==> config.mk <==
export PLATFORM = sky130hd
export DESIGN_NAME = window_reduce
export DESIGN_NICKNAME = d
export VERILOG_FILES = /design/src/rtl/window_reduce_pkg.sv /design/src/rtl/seq_udiv.sv /design/src/rtl/window_reduce.sv
export SDC_FILE = /design/constraint.sdc
export NUM_CORES = 1
export LEC_CHECK = 0
export CORE_ASPECT_RATIO = 1.1
export CORE_MARGIN = 2
export CORE_UTILIZATION = 38
export CTS_CLUSTER_DIAMETER = 100
export CTS_CLUSTER_SIZE = 40
export DETAILED_ROUTE_END_ITERATION = 7
export PLACE_DENSITY = 0.63
export REMOVE_ABC_BUFFERS = 1
export SLEW_MARGIN = 20
export SYNTH_ARGS = -nofsm -noshare
export SYNTH_HDL_FRONTEND = slang
export SYNTH_SLANG_ARGS = --single-unit
==> constraint.sdc <==
create_clock -name clk -period 4.3 [get_ports clk]
set_input_delay 0.86 -clock clk [delete_from_list [all_inputs] [get_ports clk]]
set_output_delay 0.86 -clock clk [all_outputs]
set_load 0.1 [all_outputs]
==> src/rtl/window_reduce_pkg.sv <==
`default_nettype none
// ============================================================================
// Module   : window_reduce_pkg
// Purpose  : Shared mode encodings and FSM state encoding for window_reduce.
// Revision : 1.0 - initial release
// ============================================================================
package window_reduce_pkg;

  // Reduction select; 2'b11 is reserved and decoded as max.
  localparam logic [1:0] MODE_MAX  = 2'b00;
  localparam logic [1:0] MODE_MIN  = 2'b01;
  localparam logic [1:0] MODE_MEAN = 2'b10;

  // FSM state encoding.
  typedef logic [1:0] state_t;
  localparam logic [1:0] ST_IDLE   = 2'd0;
  localparam logic [1:0] ST_ACCUM  = 2'd1;
  localparam logic [1:0] ST_DIVIDE = 2'd2;
  localparam logic [1:0] ST_OUTPUT = 2'd3;

endpackage
`default_nettype wire

==> src/rtl/seq_udiv.sv <==
`default_nettype none
// ============================================================================
// Module   : seq_udiv
// Purpose  : Serial restoring divider by a constant. One quotient bit per
//            cycle, DW cycles in total; the first bit is resolved in the
//            start cycle so done pulses DW-1 cycles after start.
// Revision : 1.0 - initial release
// ============================================================================
module seq_udiv #(
  parameter int DW      = 13,
  parameter int DIVISOR = 25,
  parameter int QW      = 8
) (
  input  logic          clk,
  input  logic          rst_n,
  input  logic          start,
  input  logic [DW-1:0] dividend,
  output logic          done,
  output logic [QW-1:0] quotient
);

  localparam int          CW    = $clog2(DW);
  localparam logic [DW:0] DIV_C = (DW+1)'(DIVISOR);

  logic [DW-1:0] rem;
  logic [DW-1:0] quo;
  logic [CW-1:0] cnt;
  logic          busy;

  logic [DW-1:0] src_rem;
  logic [DW-1:0] src_quo;
  logic [DW:0]   shifted;
  logic          ge;
  logic [DW-1:0] rem_nxt;
  logic [DW-1:0] quo_nxt;

  // One restoring step; on start the step works on the fresh dividend.
  always_comb begin
    src_rem = start ? '0 : rem;
    src_quo = start ? dividend : quo;
    shifted = {src_rem, src_quo[DW-1]};
    ge      = (shifted >= DIV_C);
    // Partial remainder stays below the divisor, so the top bit is always 0.
    rem_nxt = ge ? DW'(shifted - DIV_C) : DW'(shifted);
    quo_nxt = {src_quo[DW-2:0], ge};
  end

  // Iteration registers: load+first step on start, then DW-1 more steps.
  always_ff @(posedge clk or negedge rst_n) begin
    if (!rst_n) begin
      rem  <= '0;
      quo  <= '0;
      cnt  <= '0;
      busy <= 1'b0;
      done <= 1'b0;
    end else begin
      done <= 1'b0;
      if (start) begin
        rem  <= rem_nxt;
        quo  <= quo_nxt;
        cnt  <= CW'(DW-1);
        busy <= 1'b1;
      end else if (busy) begin
        rem <= rem_nxt;
        quo <= quo_nxt;
        cnt <= cnt - CW'(1);
        if (cnt == CW'(1)) begin
          busy <= 1'b0;
          done <= 1'b1;
        end
      end
    end
  end

  assign quotient = quo[QW-1:0];

endmodule
`default_nettype wire

==> src/rtl/window_reduce.sv <==
`default_nettype none
// ============================================================================
// Module   : window_reduce
// Purpose  : Reduces each window of N unsigned elements to its max, min or
//            floor mean, with valid/ready handshakes on both sides.
// Revision : 1.0 - initial release
// ============================================================================
module window_reduce
  import window_reduce_pkg::*;
#(
  parameter int WIDTH = 8,
  parameter int N     = 25
) (
  input  logic             clk,
  input  logic             rst_n,
  input  logic [1:0]       mode,
  input  logic             in_valid,
  output logic             in_ready,
  input  logic [WIDTH-1:0] in_data,
  output logic             out_valid,
  input  logic             out_ready,
  output logic [WIDTH-1:0] out_data
);

  localparam int SUM_W = WIDTH + $clog2(N);
  localparam int CNT_W = $clog2(N+1);

  state_t           state;
  logic [1:0]       mode_q;
  logic [CNT_W-1:0] count;
  logic [SUM_W-1:0] sum;
  logic [WIDTH-1:0] max_q;
  logic [WIDTH-1:0] min_q;

  logic             accept;
  logic             last;
  logic [SUM_W-1:0] in_ext;
  logic [SUM_W-1:0] sum_next;
  logic [WIDTH-1:0] new_max;
  logic [WIDTH-1:0] new_min;
  logic             div_start;
  logic             div_done;
  logic [WIDTH-1:0] div_q;

  assign in_ready  = (state == ST_IDLE) || (state == ST_ACCUM);
  assign accept    = in_valid && in_ready;
  assign last      = (state == ST_ACCUM) && (count == CNT_W'(N-1));
  assign in_ext    = {{(SUM_W-WIDTH){1'b0}}, in_data};
  assign sum_next  = sum + in_ext;
  assign new_max   = (in_data > max_q) ? in_data : max_q;
  assign new_min   = (in_data < min_q) ? in_data : min_q;
  // The divider takes the final sum straight from the adder on the Nth accept.
  assign div_start = accept && last && (mode_q == MODE_MEAN);

  seq_udiv #(
    .DW      (SUM_W),
    .DIVISOR (N),
    .QW      (WIDTH)
  ) u_div (
    .clk      (clk),
    .rst_n    (rst_n),
    .start    (div_start),
    .dividend (sum_next),
    .done     (div_done),
    .quotient (div_q)
  );

  // Window FSM with running max/min/sum and registered result.
  always_ff @(posedge clk or negedge rst_n) begin
    if (!rst_n) begin
      state     <= ST_IDLE;
      mode_q    <= 2'b00;
      count     <= '0;
      sum       <= '0;
      max_q     <= '0;
      min_q     <= '0;
      out_valid <= 1'b0;
      out_data  <= '0;
    end else begin
      case (state)
        ST_IDLE: begin
          if (accept) begin
            mode_q <= mode;
            max_q  <= in_data;
            min_q  <= in_data;
            sum    <= in_ext;
            count  <= CNT_W'(1);
            state  <= ST_ACCUM;
          end
        end
        ST_ACCUM: begin
          if (accept) begin
            max_q <= new_max;
            min_q <= new_min;
            sum   <= sum_next;
            count <= count + CNT_W'(1);
            if (last) begin
              if (mode_q == MODE_MEAN) begin
                state <= ST_DIVIDE;
              end else begin
                state     <= ST_OUTPUT;
                out_valid <= 1'b1;
                out_data  <= (mode_q == MODE_MIN) ? new_min : new_max;
              end
            end
          end
        end
        ST_DIVIDE: begin
          if (div_done) begin
            state     <= ST_OUTPUT;
            out_valid <= 1'b1;
            out_data  <= div_q;
          end
        end
        ST_OUTPUT: begin
          if (out_ready) begin
            state     <= ST_IDLE;
            out_valid <= 1'b0;
          end
        end
        default: state <= ST_IDLE;
      endcase
    end
  end

endmodule
`default_nettype wire

# [Word-level counts from Yosys, hierarchy flattened]
# Index checks and enable logic that the tools add are counted.
[classes] n_eq_ne=13 reduce_logical=15 n_mux=47 order_cmp=3 add_sub_neg=4
[op_table] cell="two-way mux 13 bit" n=9
[op_table] cell="two-way mux 8 bit" n=10
[op_table] cell="case mux 8 bit (2 select lines)" n=3
[op_table] cell="case mux 13 bit (2 select lines)" n=1
[op_table] cell=">= comparator 14 x 5 -> 1 bit (second input constant)" n=1
[op_table] cell="adder 13 x 8 -> 13 bit" n=1
[op_table] cell="subtractor 13 x 5 -> 13 bit (second input constant)" n=1
[op_table] cell="two-way mux 1 bit" n=12
[op_table] cell="two-way mux 2 bit" n=5
[op_table] cell="two-way mux 5 bit" n=2
[op_table] cell="!= test 2 bit (second input constant)" n=5
[op_table] cell="case mux 5 bit (2 select lines)" n=1
[op_table] cell="AND reduction 5 bit" n=2
[op_table] cell="> comparator 8 bit" n=1
[op_table] cell="< comparator 8 bit" n=1
[op_table] cell="two-way mux 4 bit" n=2
[op_table] cell="case mux 2 bit (4 select lines)" n=1
[op_table] cell="equality test 2 bit (second input constant)" n=3
[op_table] cell="AND reduction 6 bit" n=1
[op_table] cell="nonzero test 2 bit" n=3
[op_table] cell="adder 5 x 1 -> 5 bit (second input constant)" n=1
[op_table] cell="equality test 5 bit (second input constant)" n=1
[op_table] cell="equality test 2 x 1 -> 1 bit (second input constant)" n=2
[op_table] cell="equality test 4 x 1 -> 1 bit (second input constant)" n=1
[op_table] cell="9 further kinds" n=12
[totals] register_bits=79 input_bits=14

# [Logic depth before layout (Yosys ltp)]
[depth] ltp_word=10 mapped_depth=15

# [Hierarchy]
# From an unflattened synthesis, not the netlist that was laid out.
[unflattened] cells_unflattened=587 hier_area_um2=5437.7
[by_module_without_submodules] mod="window_reduce" cells_each=348 area_each_um2=3285.7 instances=1
[by_module_without_submodules] mod="seq_udiv" cells_each=239 area_each_um2=2152.1 instances=1

# [Worst setup path after synthesis]
# Ideal clock, no wire load.
[synth_path] path_kind="input-to-reg" start="in in_data[0]" end="reg u_div.rem[11]" required_time_ps=4206 slack_ps=-181 setup_time_ps=94 arrival_ps=4387 path_stages=15 path_buffers=0 path_cell_list="ha_1 > fa_1 > a211o_1 > o211ai_1 > a31oi_1 > nand3_1 > xnor2_1 > mux2_2 > ha_1 > or4_4 > a2111oi_4 > a21oi_2 > nand2_1 > xor2_1 > a211oi_1"
[synth_between] elab_chain_len=6 word_cells_on_any_way=7 cone_classes="add/sub (2); order compare (1); mux (4)"
[synth_rtl] item="from (decl)" line="window_reduce.sv:19" source="input logic [WIDTH-1:0] in_data,"
[synth_rtl] item="adder 13 x 8 -> 13 bit *" line="window_reduce.sv:49" source="assign sum_next = sum + in_ext;"
[synth_rtl] item="two-way mux 13 bit *" line="seq_udiv.sv:40" source="src_quo = start ? dividend : quo;"
[synth_rtl] item="subtractor 13 x 5 -> 13 bit or >= comparator 14 x 5 -> 1 bit (tied branches)" line="seq_udiv.sv:44, seq_udiv.sv:42"
[synth_rtl] item="two-way mux 13 bit *" line="seq_udiv.sv:44" source="rem_nxt = ge ? DW'(shifted - DIV_C) : DW'(shifted);"
[synth_rtl] item="two-way mux 13 bit" line="seq_udiv.sv:63" source="end else if (busy) begin"
[synth_rtl] item="two-way mux 13 bit *" line="seq_udiv.sv:58" source="if (start) begin"
[synth_rtl] item="to (signal assigned)" line="seq_udiv.sv:59" source="rem <= rem_nxt;"
[synth_rtl] item="to (signal assigned)" line="seq_udiv.sv:64" source="rem <= rem_nxt;"
[synth_rtl] item="to (decl)" line="seq_udiv.sv:25" source="logic [DW-1:0] rem;"
# Mark *: on every way between the ends. The rest lies on a longest branch, timed or not. The select of a mux whose other input is x is not followed.
# A chain may end at the register's enable or synchronous reset.

# [Worst setup path in the final report]
[layout_path] start="in in_data[5]" end="reg u_div.rem[1]"
# The elaborated chain is that of the path after synthesis.

==> metrics <==
Clk Latency, worst-skew pair=0.34 ns; initial antenna violation count=0; Initial Util=0.390; Port Buffers=23; CP max FO=4; yosys warns=0; Crit path depth=14; pwr dens=672 nW/um2; Slew Viols, Final=0; Netlist Area Pre-Place=4910 um2; Core Area=12,600 um2; Layout area overhead=20.8%; Final #Nets=641; outcome=finished, final reports clean; clk sink count=79; ys async rst share=1.00; CTS tree=done; dpl ws=-0.606 ns; critical path data arrival time=4.36 ns; vias in the first global route=4,254; TritonCTS Buffers=9; register area share after synthesis=0.403; diode count=0; syn avg cell area=9.10 um2; clock transition at the registers of the reported paths=0.06 ns; DR iter-0 viols=258; Hold WC Path Type=reg2reg; Crit Path Category=in2reg; WL met3=422 um; slack of the critical path=0.160 ns; Main synth FF type=dfrtp_1; die height=123 um; global-route wire length before repair=20,900 um; Slew headroom=0.347; Longest Clk Path Bufs=2; Leakage=2.56 nW; Setup TNS Final=0 ns; Buf+Inv Stages, Crit Path=3; CP max-delay cell=or4_4; Hold EP=max_q[5]; R2R depth=14; Routed WL=12,400 um; CP Capture Type=flip-flop; FF-to-FF setup slack=0.50 ns; EDFF count, synth=0; max layer used=met4; Max stage delay on crit path=0.50 ns; Syn Inst Count=539; proportion of layout cells with a drive suffix above 1=0.138; fmax=242 MHz; FF+latch count, synth=79; CP required=4.52 ns; antenna viol nets, final=0; post-synthesis cell type count=54; reg-to-reg startpoint=sum[0]; Hold Fails Final Rpt=0; Slew @ Worst Pin=0.977 ns; final setup vio count=0; drt via density=5.59; DR vias=4,207; worst hold start=max_q[5]; number of remaining DRC errors=0; H-tree depth=3; # IOs=24; largest net degree at the start of global routing=80; row count=43; Worst Hold Depth=1; CP cell instances=clkdlybuf4s50_1 -> ha_1 -> inv_1 -> a32o_1 -> a31oi_2 -> nand3_2 -> xnor2_2 -> mux2_2 -> ha_2 -> or4_4 -> a2111oi_4 -> buf_2 -> mux2i_1 -> a21oi_1; GRT Overall Usage=0.190; dpl hpwl=8760 um; Remaining Overflow, GRT=0; Die ar.=13,800 um2; WL met1=5740 um; clock skew=0.00818 ns; fin crit period=4.14 ns; type of origin of the critical path=input pin; # Max-Cap Violations=0; RR Endpoint=u_div.rem[1]; post-route clock period utilization=0.963; Detailed Routing Iterations Pass 1=5; Clock Tree Root=clkbuf_16; metal2 WL=5960 um; Die Wd=112 um; post-DR wirelength/cell=16.5 um; gp weighted congestion=0.900; Max VDD drop=0.000527 V; cell family with most CP delay=compound AO/OA/AOI/OAI gates
==> power by group <==
group          leakage (nW)  internal [mW]  switching [mW]
combinational          1.49          0.759            1.30
sequential            0.918          0.950           0.157
clock                 0.155          0.519           0.295
==> registers in the layout, indices dropped and copies added (netlist names) <==
name        count
u_div.done      1
state           2
count           5
out_valid       1
sum            13
u_div.cnt       4
mode_q          2
u_div.rem      13
max_q           8
out_data        8
u_div.busy      1
u_div.quo      13
min_q           8
==> per-layer routing <==
layer / vias to the layer above / GRT usage
met4: 0 / 0.0930
met3: 26 / 0.0309
met5: - / 0
met2: 71 / 0.314
li1: 2050 / -
met1: 2060 / 0.245
==> Yosys cell counts (all sizes together), types with 8 or more instances <==
cell type | number | area, um2
nor2 | 31 | 116
a21oi | 36 | 184
o21ai | 40 | 204
o221ai | 9 | 78.8
a31oi | 13 | 81.3
nor3 | 10 | 50.1
inv | 36 | 135
nand2 | 56 | 210
nand3 | 20 | 100
a211oi | 11 | 82.6
nand2b | 8 | 50.1
ha | 34 | 425
xnor2 | 10 | 87.6
nor2b | 13 | 81.3
dfrtp | 79 | 1980
mux2 | 11 | 124
o22ai | 17 | 106
clkbuf | 20 | 75.1
xor2 | 13 | 114
mux2i | 13 | 130
==> metrics by stage <==
step	power, mW	instances	util	area, um2	hold WS, ns
after floorplan	2.53	517	-	4820	0.472
after global placement	3.11	733	0.439	5520	0.491
after detailed placement	3.15	733	0.439	5520	0.495
after global routing	4.27	753	0.471	5930	0.529
final	3.98	753	0.471	5930	0.502
after CTS	3.98	751	0.466	5860	0.507
==> cell families after synthesis <==
group	synth area share
mux	0.0518
fa+ha+maj	0.0908
simple gates	0.159
compound gates	0.210
buf+inv	0.0444
xor+xnor	0.0410
flops	0.403
==> layout by cell type (no fill, tap or decap), types with 13 or more instances in the layout <==
master	instances
nor2b_1	13
a21oi_1	35
dfrtp_1	79
mux2i_1	13
inv_1	36
o21ai_0	38
nand2_1	56
nor2_1	31
clkdlybuf4s50_1	16
nand3_1	19
buf_4	40
ha_1	31
xor2_1	13
o22ai_1	17
==> worst max-delay path by stage <==
| stage | start | to | slack, ns |
|---|---|---|---|
| 2_1_floorplan | state[1] | u_div.rem[11] | -1.11 |
| 3_3_place_gp | in_data[0] | u_div.rem[8] | -0.55 |
| 3_5_place_dp | in_data[0] | u_div.rem[8] | -0.61 |
| 4_1_cts | in_data[1] | u_div.rem[1] | 0.04 |
| 5_1_grt | in_data[0] | u_div.rem[8] | -0.008 |
| 6_report | in_data[5] | u_div.rem[1] | 0.16 |
==> final cells by class <==
| type | count | area, um2 |
|---|---|---|
| Multi-Input combinational cell | 402 | 2760 |
| Sequential cell | 79 | 1980 |
| Clock buffer | 11 | 243 |
| Timing Repair Buffer | 64 | 548 |
| Inverter | 36 | 135 |
| Fill cell | 1207 | 6660 |
| Clock inverter | 4 | 70.1 |
| Tap cell | 157 | 196 |
==> repair_timing <==
item                                    in CTS  in global routing
resized for setup                            4                 10
endpoints found under the setup margin      11                 12
hold buffers                                 0                  0
pin swaps                                    4                 10
cloned                                       1                  0
setup buffers                                2                  2
(Power assumes the default switching activity.)
